## config.mk

```make
export PLATFORM = sky130hd
export DESIGN_NAME = fetch_pc_unit_flat
export DESIGN_NICKNAME = d
export VERILOG_FILES = /design/src/rtl/fetch_pc_unit_if.sv /design/src/rtl/fetch_pc_unit.sv /design/src/flat_wrapper.sv
export SDC_FILE = /design/constraint.sdc
export NUM_CORES = 1
export LEC_CHECK = 0
export ABC_AREA = 1
export BUFFER_PORTS_ARGS = -buffer_cell sky130_fd_sc_hd__buf_2
export CORE_MARGIN = 1.5
export CORE_UTILIZATION = 40
export CTS_CLUSTER_SIZE = 40
export DETAILED_ROUTE_END_ITERATION = 6
export PLACE_DENSITY_LB_ADDON = 0.12
export SYNTH_ARGS = -nofsm -noshare
export SYNTH_HDL_FRONTEND = slang
export SYNTH_SLANG_ARGS = --single-unit
```

## constraint.sdc

```tcl
create_clock -name clk -period 11.2 [get_ports clk]
set_input_delay 1.68 -clock clk [delete_from_list [all_inputs] [get_ports clk]]
set_output_delay 1.68 -clock clk [all_outputs]
set_load 0.005 [all_outputs]
```

## src/rtl/fetch_pc_unit_if.sv

```systemverilog
// ----------------------------------------------------------------------------
// fetch_pc_unit_if
// Bundles every non-clock signal of the fetch/PC stage.
//   master : the fetch unit (drives fetch_pc, bp_pc and the registered out_* group)
//   slave  : the surroundings (instruction memory, predictor, downstream queue,
//            redirect logic)
// Signals:
//   fetch_pc    PC sent to instruction memory
//   imem_inst   LANES instructions at fetch_pc+i, lane i at [i*INST_WIDTH +: INST_WIDTH]
//   free        downstream slots available this cycle
//   stall       hold the stage
//   flush       mispredict redirect, target in flush_addr
//   bp_take     predictor says the first branch of the group is taken
//   bp_target   predicted target
//   bp_pc       PC of the first branch lane (fetch_pc when there is none)
//   out_valid   registered per-lane push
//   out_pc      registered lane PCs
//   out_id      registered lane IDs
//   out_inst    registered lane instructions
//   out_taken   lane is the predicted-taken branch
//   out_target  predicted target of the taken lane
// ----------------------------------------------------------------------------
interface fetch_pc_unit_if #(
    parameter int LANES      = 4,
    parameter int ADDR_WIDTH = 16,
    parameter int INST_WIDTH = 32,
    parameter int ID_WIDTH   = 16
);
    localparam int FREE_WIDTH = $clog2(LANES + 1);

    logic [ADDR_WIDTH-1:0]       fetch_pc;
    logic [LANES*INST_WIDTH-1:0] imem_inst;
    logic [FREE_WIDTH-1:0]       free;
    logic                        stall;
    logic                        flush;
    logic [ADDR_WIDTH-1:0]       flush_addr;
    logic                        bp_take;
    logic [ADDR_WIDTH-1:0]       bp_target;
    logic [ADDR_WIDTH-1:0]       bp_pc;
    logic [LANES-1:0]            out_valid;
    logic [LANES*ADDR_WIDTH-1:0] out_pc;
    logic [LANES*ID_WIDTH-1:0]   out_id;
    logic [LANES*INST_WIDTH-1:0] out_inst;
    logic [LANES-1:0]            out_taken;
    logic [ADDR_WIDTH-1:0]       out_target;

    modport master (
        output fetch_pc, bp_pc, out_valid, out_pc, out_id, out_inst, out_taken, out_target,
        input  imem_inst, free, stall, flush, flush_addr, bp_take, bp_target
    );

    modport slave (
        input  fetch_pc, bp_pc, out_valid, out_pc, out_id, out_inst, out_taken, out_target,
        output imem_inst, free, stall, flush, flush_addr, bp_take, bp_target
    );
endinterface

```

## src/rtl/fetch_pc_unit.sv

```systemverilog
// ----------------------------------------------------------------------------
// fetch_pc_unit
// N-wide program counter and fetch stage. Predecodes LANES instructions for
// jumps, branches and NOPs, cuts the group at the first redirect, limits it to
// the downstream free slots and registers the surviving lanes (PC, ID,
// instruction, prediction info) into the fetch/decode pipeline register.
// Ports:
//   clk    clock
//   reset  asynchronous, active-high
//   bus    fetch_pc_unit_if.master (memory, predictor, redirect and out_* group)
// ----------------------------------------------------------------------------
module fetch_pc_unit #(
    parameter int              LANES      = 4,
    parameter int              ADDR_WIDTH = 16,
    parameter int              INST_WIDTH = 32,
    parameter int              ID_WIDTH   = 16,
    parameter int              OPC_MSB    = 31,
    parameter int              OPC_LSB    = 26,
    parameter int              IMM_MSB    = 15,
    parameter int              IMM_LSB    = 0,
    parameter logic [5:0]      OP_JMP     = 6'b110000,
    parameter logic [INST_WIDTH-1:0] NOP_INST = '0,
    parameter logic [ADDR_WIDTH-1:0] RESET_PC = '0
) (
    input  logic            clk,
    input  logic            reset,
    fetch_pc_unit_if.master bus
);
    localparam int FREE_WIDTH = $clog2(LANES + 1);
    localparam int OPC_WIDTH  = OPC_MSB - OPC_LSB + 1;
    localparam int IMM_WIDTH  = IMM_MSB - IMM_LSB + 1;

    // architectural state
    logic [ADDR_WIDTH-1:0]       pc_q;
    logic [ID_WIDTH-1:0]         id_q;

    // fetch/decode pipeline register
    logic [LANES-1:0]            out_valid_q;
    logic [LANES*ADDR_WIDTH-1:0] out_pc_q;
    logic [LANES*ID_WIDTH-1:0]   out_id_q;
    logic [LANES*INST_WIDTH-1:0] out_inst_q;
    logic [LANES-1:0]            out_taken_q;
    logic [ADDR_WIDTH-1:0]       out_target_q;

    // per-lane predecode
    logic [INST_WIDTH-1:0]       lane_inst       [LANES];
    logic [OPC_WIDTH-1:0]        lane_opc        [LANES];
    logic [IMM_WIDTH-1:0]        lane_imm        [LANES];
    logic [ADDR_WIDTH-1:0]       lane_pc         [LANES];
    logic [ADDR_WIDTH-1:0]       lane_jmp_target [LANES];
    logic [LANES-1:0]            lane_is_jmp;
    logic [LANES-1:0]            lane_is_br;
    logic [LANES-1:0]            lane_is_nop;

    // group formation
    logic [FREE_WIDTH-1:0]       n_eligible;
    logic [LANES-1:0]            consumed;
    logic [LANES-1:0]            taken_lane;
    logic [LANES-1:0]            push;
    logic [ADDR_WIDTH-1:0]       next_pc;
    logic [ADDR_WIDTH-1:0]       bp_lookup_pc;
    logic [ID_WIDTH-1:0]         next_id;
    logic [LANES*ADDR_WIDTH-1:0] grp_pc;
    logic [LANES*ID_WIDTH-1:0]   grp_id;
    logic [LANES*INST_WIDTH-1:0] grp_inst;
    logic                        advance;

    // A group only moves when nothing holds the stage and downstream can take
    // at least one lane; free above LANES is clipped to the fetch width.
    assign advance    = !bus.stall && (bus.free != '0);
    assign n_eligible = (bus.free > FREE_WIDTH'(LANES)) ? FREE_WIDTH'(LANES) : bus.free;

    // Slice the fetched word into lanes and classify each one. A branch is any
    // opcode with both top bits set except the jump opcode itself.
    always_comb begin
        for (int i = 0; i < LANES; i++) begin
            lane_inst[i]       = bus.imem_inst[i*INST_WIDTH +: INST_WIDTH];
            lane_opc[i]        = lane_inst[i][OPC_MSB:OPC_LSB];
            lane_imm[i]        = lane_inst[i][IMM_MSB:IMM_LSB];
            lane_pc[i]         = pc_q + ADDR_WIDTH'(i);
            lane_jmp_target[i] = ADDR_WIDTH'(lane_imm[i]);
            lane_is_jmp[i]     = (lane_opc[i] == OP_JMP);
            lane_is_br[i]      = (lane_opc[i][OPC_WIDTH-1 -: 2] == 2'b11) && !lane_is_jmp[i];
            lane_is_nop[i]     = (lane_inst[i] == NOP_INST);
        end
    end

    // Walk the eligible lanes in order. The group stays open until a jump or
    // the first branch when the predictor says taken; only that first branch
    // is offered to the predictor, later ones fall through as not-taken.
    always_comb begin
        logic group_open;
        logic branch_seen;
        group_open   = 1'b1;
        branch_seen  = 1'b0;
        consumed     = '0;
        taken_lane   = '0;
        next_pc      = pc_q + ADDR_WIDTH'(n_eligible);
        bp_lookup_pc = pc_q;
        for (int i = 0; i < LANES; i++) begin
            if (group_open && (FREE_WIDTH'(i) < n_eligible)) begin
                consumed[i] = 1'b1;
                if (lane_is_jmp[i]) begin
                    next_pc    = lane_jmp_target[i];
                    group_open = 1'b0;
                end else if (lane_is_br[i] && !branch_seen) begin
                    branch_seen  = 1'b1;
                    bp_lookup_pc = lane_pc[i];
                    if (bus.bp_take) begin
                        taken_lane[i] = 1'b1;
                        next_pc       = bus.bp_target;
                        group_open    = 1'b0;
                    end
                end
            end
        end
    end

    // Hand out IDs to pushing lanes only, packed consecutively from the
    // counter; dropped lanes and NOPs leave zeros in their slots.
    always_comb begin
        logic [ID_WIDTH-1:0] running;
        running  = id_q;
        push     = '0;
        grp_pc   = '0;
        grp_id   = '0;
        grp_inst = '0;
        for (int i = 0; i < LANES; i++) begin
            push[i] = consumed[i] && !lane_is_nop[i];
            if (push[i]) begin
                grp_pc[i*ADDR_WIDTH +: ADDR_WIDTH]   = lane_pc[i];
                grp_id[i*ID_WIDTH +: ID_WIDTH]       = running;
                grp_inst[i*INST_WIDTH +: INST_WIDTH] = lane_inst[i];
                running                              = running + ID_WIDTH'(1);
            end
        end
        next_id = running;
    end

    // PC, ID counter and pipeline register. Flush outranks a stall and only
    // kills the valid/taken bits so the discarded group never reaches decode;
    // a hold leaves everything untouched so nothing is pushed twice or lost.
    always_ff @(posedge clk or posedge reset) begin
        if (reset) begin
            pc_q         <= RESET_PC;
            id_q         <= ID_WIDTH'(1);
            out_valid_q  <= '0;
            out_pc_q     <= '0;
            out_id_q     <= '0;
            out_inst_q   <= '0;
            out_taken_q  <= '0;
            out_target_q <= '0;
        end else if (bus.flush) begin
            pc_q         <= bus.flush_addr;
            out_valid_q  <= '0;
            out_taken_q  <= '0;
        end else if (advance) begin
            pc_q         <= next_pc;
            id_q         <= next_id;
            out_valid_q  <= push;
            out_pc_q     <= grp_pc;
            out_id_q     <= grp_id;
            out_inst_q   <= grp_inst;
            out_taken_q  <= taken_lane;
            out_target_q <= (taken_lane != '0) ? bus.bp_target : '0;
        end
    end

    assign bus.fetch_pc   = pc_q;
    assign bus.bp_pc      = bp_lookup_pc;
    assign bus.out_valid  = out_valid_q;
    assign bus.out_pc     = out_pc_q;
    assign bus.out_id     = out_id_q;
    assign bus.out_inst   = out_inst_q;
    assign bus.out_taken  = out_taken_q;
    assign bus.out_target = out_target_q;
endmodule

```

## src/flat_wrapper.sv

```systemverilog
// flat-port wrapper written by rule: the top's interface ports become plain ports
module fetch_pc_unit_flat 
#(
    parameter int              LANES      = 4,
    parameter int              ADDR_WIDTH = 16,
    parameter int              INST_WIDTH = 32,
    parameter int              ID_WIDTH   = 16,
    parameter int              OPC_MSB    = 31,
    parameter int              OPC_LSB    = 26,
    parameter int              IMM_MSB    = 15,
    parameter int              IMM_LSB    = 0,
    parameter logic [5:0]      OP_JMP     = 6'b110000,
    parameter logic [INST_WIDTH-1:0] NOP_INST = '0,
    parameter logic [ADDR_WIDTH-1:0] RESET_PC = '0
)
  (clk, reset, bus_fetch_pc, bus_bp_pc, bus_out_valid, bus_out_pc, bus_out_id, bus_out_inst, bus_out_taken, bus_out_target, bus_imem_inst, bus_free, bus_stall, bus_flush, bus_flush_addr, bus_bp_take, bus_bp_target);
  fetch_pc_unit_if #(.LANES(LANES), .ADDR_WIDTH(ADDR_WIDTH), .INST_WIDTH(INST_WIDTH), .ID_WIDTH(ID_WIDTH)) bus_i ();
  input  logic clk;
  input  logic reset;
  output wire logic [$bits(bus_i.fetch_pc)-1:0] bus_fetch_pc;
  output wire logic [$bits(bus_i.bp_pc)-1:0] bus_bp_pc;
  output wire logic [$bits(bus_i.out_valid)-1:0] bus_out_valid;
  output wire logic [$bits(bus_i.out_pc)-1:0] bus_out_pc;
  output wire logic [$bits(bus_i.out_id)-1:0] bus_out_id;
  output wire logic [$bits(bus_i.out_inst)-1:0] bus_out_inst;
  output wire logic [$bits(bus_i.out_taken)-1:0] bus_out_taken;
  output wire logic [$bits(bus_i.out_target)-1:0] bus_out_target;
  input wire logic [$bits(bus_i.imem_inst)-1:0] bus_imem_inst;
  input wire logic [$bits(bus_i.free)-1:0] bus_free;
  input wire logic [$bits(bus_i.stall)-1:0] bus_stall;
  input wire logic [$bits(bus_i.flush)-1:0] bus_flush;
  input wire logic [$bits(bus_i.flush_addr)-1:0] bus_flush_addr;
  input wire logic [$bits(bus_i.bp_take)-1:0] bus_bp_take;
  input wire logic [$bits(bus_i.bp_target)-1:0] bus_bp_target;
  assign bus_fetch_pc = bus_i.fetch_pc;
  assign bus_bp_pc = bus_i.bp_pc;
  assign bus_out_valid = bus_i.out_valid;
  assign bus_out_pc = bus_i.out_pc;
  assign bus_out_id = bus_i.out_id;
  assign bus_out_inst = bus_i.out_inst;
  assign bus_out_taken = bus_i.out_taken;
  assign bus_out_target = bus_i.out_target;
  assign bus_i.imem_inst = bus_imem_inst;
  assign bus_i.free = bus_free;
  assign bus_i.stall = bus_stall;
  assign bus_i.flush = bus_flush;
  assign bus_i.flush_addr = bus_flush_addr;
  assign bus_i.bp_take = bus_bp_take;
  assign bus_i.bp_target = bus_bp_target;
  fetch_pc_unit #(.LANES(LANES), .ADDR_WIDTH(ADDR_WIDTH), .INST_WIDTH(INST_WIDTH), .ID_WIDTH(ID_WIDTH), .OPC_MSB(OPC_MSB), .OPC_LSB(OPC_LSB), .IMM_MSB(IMM_MSB), .IMM_LSB(IMM_LSB), .OP_JMP(OP_JMP), .NOP_INST(NOP_INST), .RESET_PC(RESET_PC)) u_core (.clk(clk), .reset(reset), .bus(bus_i));
endmodule
```

; ---- Word-level counts from Yosys, hierarchy flattened
; Cells that the tools add are included.
[op_classes]
n_addsub = 8
magnitude_cmp = 5
eq_ne = 8
muxes = 87
n_bitwise = 1
n_reduce_logical = 35
[op_table]
columns = operator, count
row1 = 16-bit 2-to-1 mux, 40
row2 = 32-bit zero test, 4
row3 = 32-bit 2-to-1 mux, 4
row4 = "16-bit by 1-bit adder with 16-bit output, second input constant", 5
row5 = 1-bit 2-to-1 mux, 38
row6 = "16-bit by 2-bit adder with 16-bit output, second input constant", 2
row7 = "6-bit == test, second input constant", 4
row8 = 16-bit by 3-bit adder with 16-bit output, 1
row9 = 4-bit 2-to-1 mux, 4
row10 = 1-bit logical AND, 15
row11 = 1-bit zero test, 12
row12 = "2-bit == test, second input constant", 4
row13 = "1-bit by 3-bit less-than comparator with 1-bit output, first input constant", 2
row14 = "2-bit by 3-bit less-than comparator with 1-bit output, first input constant", 2
row15 = 4-bit nonzero test, 1
row16 = "3-bit greater-than comparator, second input constant", 1
row17 = 3-bit 2-to-1 mux, 1
row18 = 3-bit nonzero test, 1
row19 = 2-bit AND reduction, 1
row20 = 2-bit nonzero test, 1
row21 = 1-bit inverter, 1
[word_totals]
register_bits = 312
in_bits = 168
output_inout_bits = 312
wordCells = 152

; ---- Depth between registers and ports, before layout
[depth]
word_depth = 23
depth_mapped = 30
depth_no_buf = 29

; ---- Least setup slack after synthesis
; No wires, ideal clock.
[synth_timing]
path_type = input to output
from = input port bus_free[0]
to = output port bus_bp_pc[10]
t_arrival_ns = 3.608
t_required_ns = 9.520
path_slack_ns = 5.912
stages = 15
path_buffers = 1
cell_sequence = inv_1 nand3_2 nand3_2 nand3_2 nand2_4 nor2_8 nand3_4 nor2_2 nor2_4 nand2_2 nor2_1 inv_1 clkbuf_1 nand3_1 o21ai_0
[synth_via]
elab_chain_len = 19
word_cells_on_any_way = 40
classes_between = order compare: 5 / mux: 26 / reduce/logical: 9
[synth_rtl]
columns = item, line
row1 = start: declaration, flat_wrapper.sv:29  ; input wire logic [$bits(bus_i.free)-1:0] bus_free;
row2 = 3-bit greater-than comparator, fetch_pc_unit.sv:71  ; assign n_eligible = (bus.free > FREE_WIDTH'(LANES)) ? FREE_WIDTH'(LANES) : bus.free;
row3 = 3-bit 2-to-1 mux (*), fetch_pc_unit.sv:71
row4 = 1-bit by 3-bit less-than comparator with 1-bit output, fetch_pc_unit.sv:101  ; if (group_open && (FREE_WIDTH'(i) < n_eligible)) begin
row5 = 1-bit 2-to-1 mux, fetch_pc_unit.sv:101
row6 = 1-bit zero test, fetch_pc_unit.sv:106  ; end else if (lane_is_br[i] && !branch_seen) begin
row7 = 1-bit logical AND, fetch_pc_unit.sv:106
row8 = 1-bit 2-to-1 mux, fetch_pc_unit.sv:106
row9 = 1-bit 2-to-1 mux, fetch_pc_unit.sv:103  ; if (lane_is_jmp[i]) begin
row10 = [3 not listed], --
row11 = 1-bit 2-to-1 mux, fetch_pc_unit.sv:106
row12 = 1-bit 2-to-1 mux, fetch_pc_unit.sv:103
row13 = 1-bit 2-to-1 mux, fetch_pc_unit.sv:101
row14 = 1-bit zero test, fetch_pc_unit.sv:106
row15 = 1-bit logical AND, fetch_pc_unit.sv:106
row16 = 16-bit 2-to-1 mux, fetch_pc_unit.sv:106
row17 = 16-bit 2-to-1 mux, fetch_pc_unit.sv:103
row18 = 16-bit 2-to-1 mux (*), fetch_pc_unit.sv:101
row19 = end: declaration, flat_wrapper.sv:21  ; output wire logic [$bits(bus_i.bp_pc)-1:0] bus_bp_pc;
; Mark *: on every way between the ends. The rest lies on a longest branch, timed or not.

; ---- Worst setup path after layout
[layout_timing]
from = input port bus_free[0]
to = output port bus_bp_pc[5]
; Same word-level chain as after synthesis.

==> results.ini <==
[run_status]
outcome = finished, final reports clean

[sta]
fin_crit_sh_pct = 62.13
setup_slack_ns = 4.242
hold_viol = 0
tightest_slew_ns = 1.195
tns_ns = 0
maxSlewHeadroom_pct = 20.34
rsz0062_at_grt = false
setup_viol = 0
slew_violations = 0
fmax_ghz = 0.1437
post-route-min-period_ns = 6.958
worst_clock_skew_ns = 0.02004

[place]
port_buffers = 479
pre_cts_ws_ns = 4.330
place_congestion = 0.9313
dp_cells = 3159
place_area_mm2 = 0.01974
hpwl_um = 54770

[synth]
syn_inst = 2241
yosys_register_bits = 312
synth_flop_cell = dfrtp_1
syn_area_mm2 = 0.01699
syn_avg_cell_area_um2 = 7.579
ys_seq_area_share_pct = 45.97
synth_cell_types = 47
synth_edf_count = 0
synth_warnings = 0
synth_nets = 2425
ys_async_sr_fraction_pct = 100.0

[global_routing]
grt_antenna_before_repair = 12
overflow = 0
grt_pass1_vias = 17290
use_met2_pct = 53.23
grt.total_usage_pct = 33.06
grtUsageMet1_pct = 44.79
grt_use_met3_pct = 7.199
grt_start_max_net_pins = 180
busiest_layer = met2
grt_pass1_wl_um = 109100

[worst_hold_path]
min_from = u_core.bus.out_inst[53]
min_to = u_core.bus.out_inst[53]
whs_path_depth = 2
hp-class = reg -> reg

[critical_path]
critPathArrivalTime_ns = 5.28
startpoint_type = input pin
crit_required_ns = 9.52
r2r_setup_slack_ns = 7.20
path_max_fanout = 37
r2r_cells = 18
end_kind = output port
crit_type = in -> out
worstReg2RegStart = u_core.bus.fetch_pc[0]
r2r_end = u_core.bus.fetch_pc[10]

[layout]
ff_latch_area_mm2 = 0.007809
fin_util_pct = 49.87
drive_above_1_share_pct = 23.70
final_common_cell = nand2_1
finish.net_count = 2843
fillers = 4301
area_growth_pct = 23.15
final_area_mm2 = 0.02092
multi_input_area_mm2 = 0.008044
final_cell_mix = 704 x nand2_1, 479 x buf_2, 311 x dfrtp_1
fin_cells = 3229

[cts]
clock_latency_ns = 0.57
cts.clk_slew.worst_paths_ns = 0.06
cts_made_buffers = 37
cts_tree = yes
htree_levels = 2
cts_root_buffer = clkbuf_16
postCtsSetupBuffers = 0
cts_resized = 0
clk_path_buf_depth = 3
cts_sinks = 312
hold_buffers = 0

[power]
intPower_uw = 2446
ir_worst_vdd_uv = 91.57
p_per_area_mw_per_mm2 = 186.9
p_leak_uw = 0.01110
pwr-share-comb_pct = 31.4
clkPwrFrac_pct = 30.6
seq_power_share_pct = 38.0
switching_power_uw = 1463
switching_share_pct = 37.43

[route]
via_per_inst = 5.458
drtAntennaViolNets = 0
wl_per_cell_um = 22.49
wl_um = 72610
drt_iter0_markers = 1371
routed-via-count = 17630
firstDrtPassIters = 6
drc = 0

[floorplanning]
die_x_um = 209.1
ioPinCount = 480
die_h_um = 209.1
core_mm2 = 0.04195
die_area_mm2 = 0.04371
rows = 75
start_util_pct = 40.49

[job]
cap_violations = 0

==> synth_stat cells, types with 28 or more instances <==
library cell  number  area, um2
o22ai_1           31      193.9
clkbuf_1         103      386.6
nand2_2           28      175.2
nand3_1          188      940.9
a21oi_1           30      150.1
o211ai_1          32      240.2
inv_1            179      671.9
o21ai_0          273       1366
nand2_1          706       2650
xor2_1            53      464.2
dfrtp_1          311       7782
nor2_1           121      454.2
==> flip-flops by register name, indices dropped and copies added, names as in the netlist <==
register               flops
u_core.bus.out_pc         64
u_core.bus.out_taken       4
u_core.id_q               16
u_core.bus.out_valid       4
u_core.bus.fetch_pc       16
u_core.bus.out_id         64
u_core.bus.out_inst      128
u_core.bus.out_target     16
==> logic make-up (layout without fill, tap and decap cells) <==
logic type	Yosys count	in the layout	synth area share [%]
and+or+nand+nor	1151	1151	29.71
xor gates and xnor gates	56	56	2.932
AOI/OAI and AO/OA	407	407	13.36
buffers and inverters	298	741	6.740
DFF	312	312	45.97
other	0	6	0
muxes	1	1	0.05893
adders and majority gates	16	16	1.223
==> per-layer routing <==
| metal | wire [um] | vias up | part of all wire [%] |
|---|---|---|---|
| met2 | 33870 | 665 | 47 |
| met1 | 31670 | 8658 | 44 |
| met3 | 5115 | 108 | 7.0 |
| met5 | 69 | - | 0.095 |
| li1 | - | 8182 | - |
| met4 | 1883 | 12 | 2.6 |
==> per-stage QoR <==
step	hold slack [ns]	total power, uW
after global placement	0.4558	2708
final	0.4729	3909
after floorplan	0.4654	2155
after detailed placement	0.4596	2722
after CTS	0.4753	3924
after global routing	0.4850	4126
==> power groups by stage <==
stage | clock network, uW | registers [uW] | logic [uW]
finish | 1200 | 1480 | 1230
global route | 1260 | 1510 | 1360
CTS | 1210 | 1480 | 1230
detailed placement | 0 | 1500 | 1230
global placement | 0 | 1490 | 1210
floorplan | 0 | 1470 | 680
==> layout make-up <==
class | instances | area share [%]
flip-flops and latches | 312 | 37.33
repair buffers | 490 | 11.92
multi-input cells | 1631 | 38.46
clock inverters | 6 | 0.2811
inverters | 187 | 3.427
diodes | 6 | 0.07178
clock buffers | 58 | 5.294
well taps | 539 | 3.224
==> worst max-delay path: stages <==
cell and delay (ns):
buf_2 0.10, inv_1 0.08, nand3_2 0.31, nand3_2 0.42
nand3_2 0.29, nand2_4 0.11, nor2_8 0.15, nand3_4 0.40
nor2_2 0.32, nor2_4 0.13, nand2_2 0.15, nor2_1 0.06
buf_4 0.18, inv_1 0.41, o211ai_1 0.15, o21ai_0 0.15
buf_2 0.16
==> how the worst max path moves through the flow <==
| stage | endpoint | slack [ns] | from | cells past startpoint |
|---|---|---|---|---|
| after global placement | bus_bp_pc[5] | 4.38 | bus_free[0] | 16 |
| after floorplan | u_core.bus.fetch_pc[0] | 0.89 | reset | 1 |
| after CTS | bus_bp_pc[5] | 4.31 | bus_free[0] | 16 |
| after global routing | bus_bp_pc[5] | 3.89 | bus_bp_take | 17 |
| final | bus_bp_pc[5] | 4.24 | bus_free[0] | 17 |
| after detailed placement | bus_bp_pc[5] | 4.33 | bus_free[0] | 16 |
Note: power is estimated with default switching activity, not from simulation.
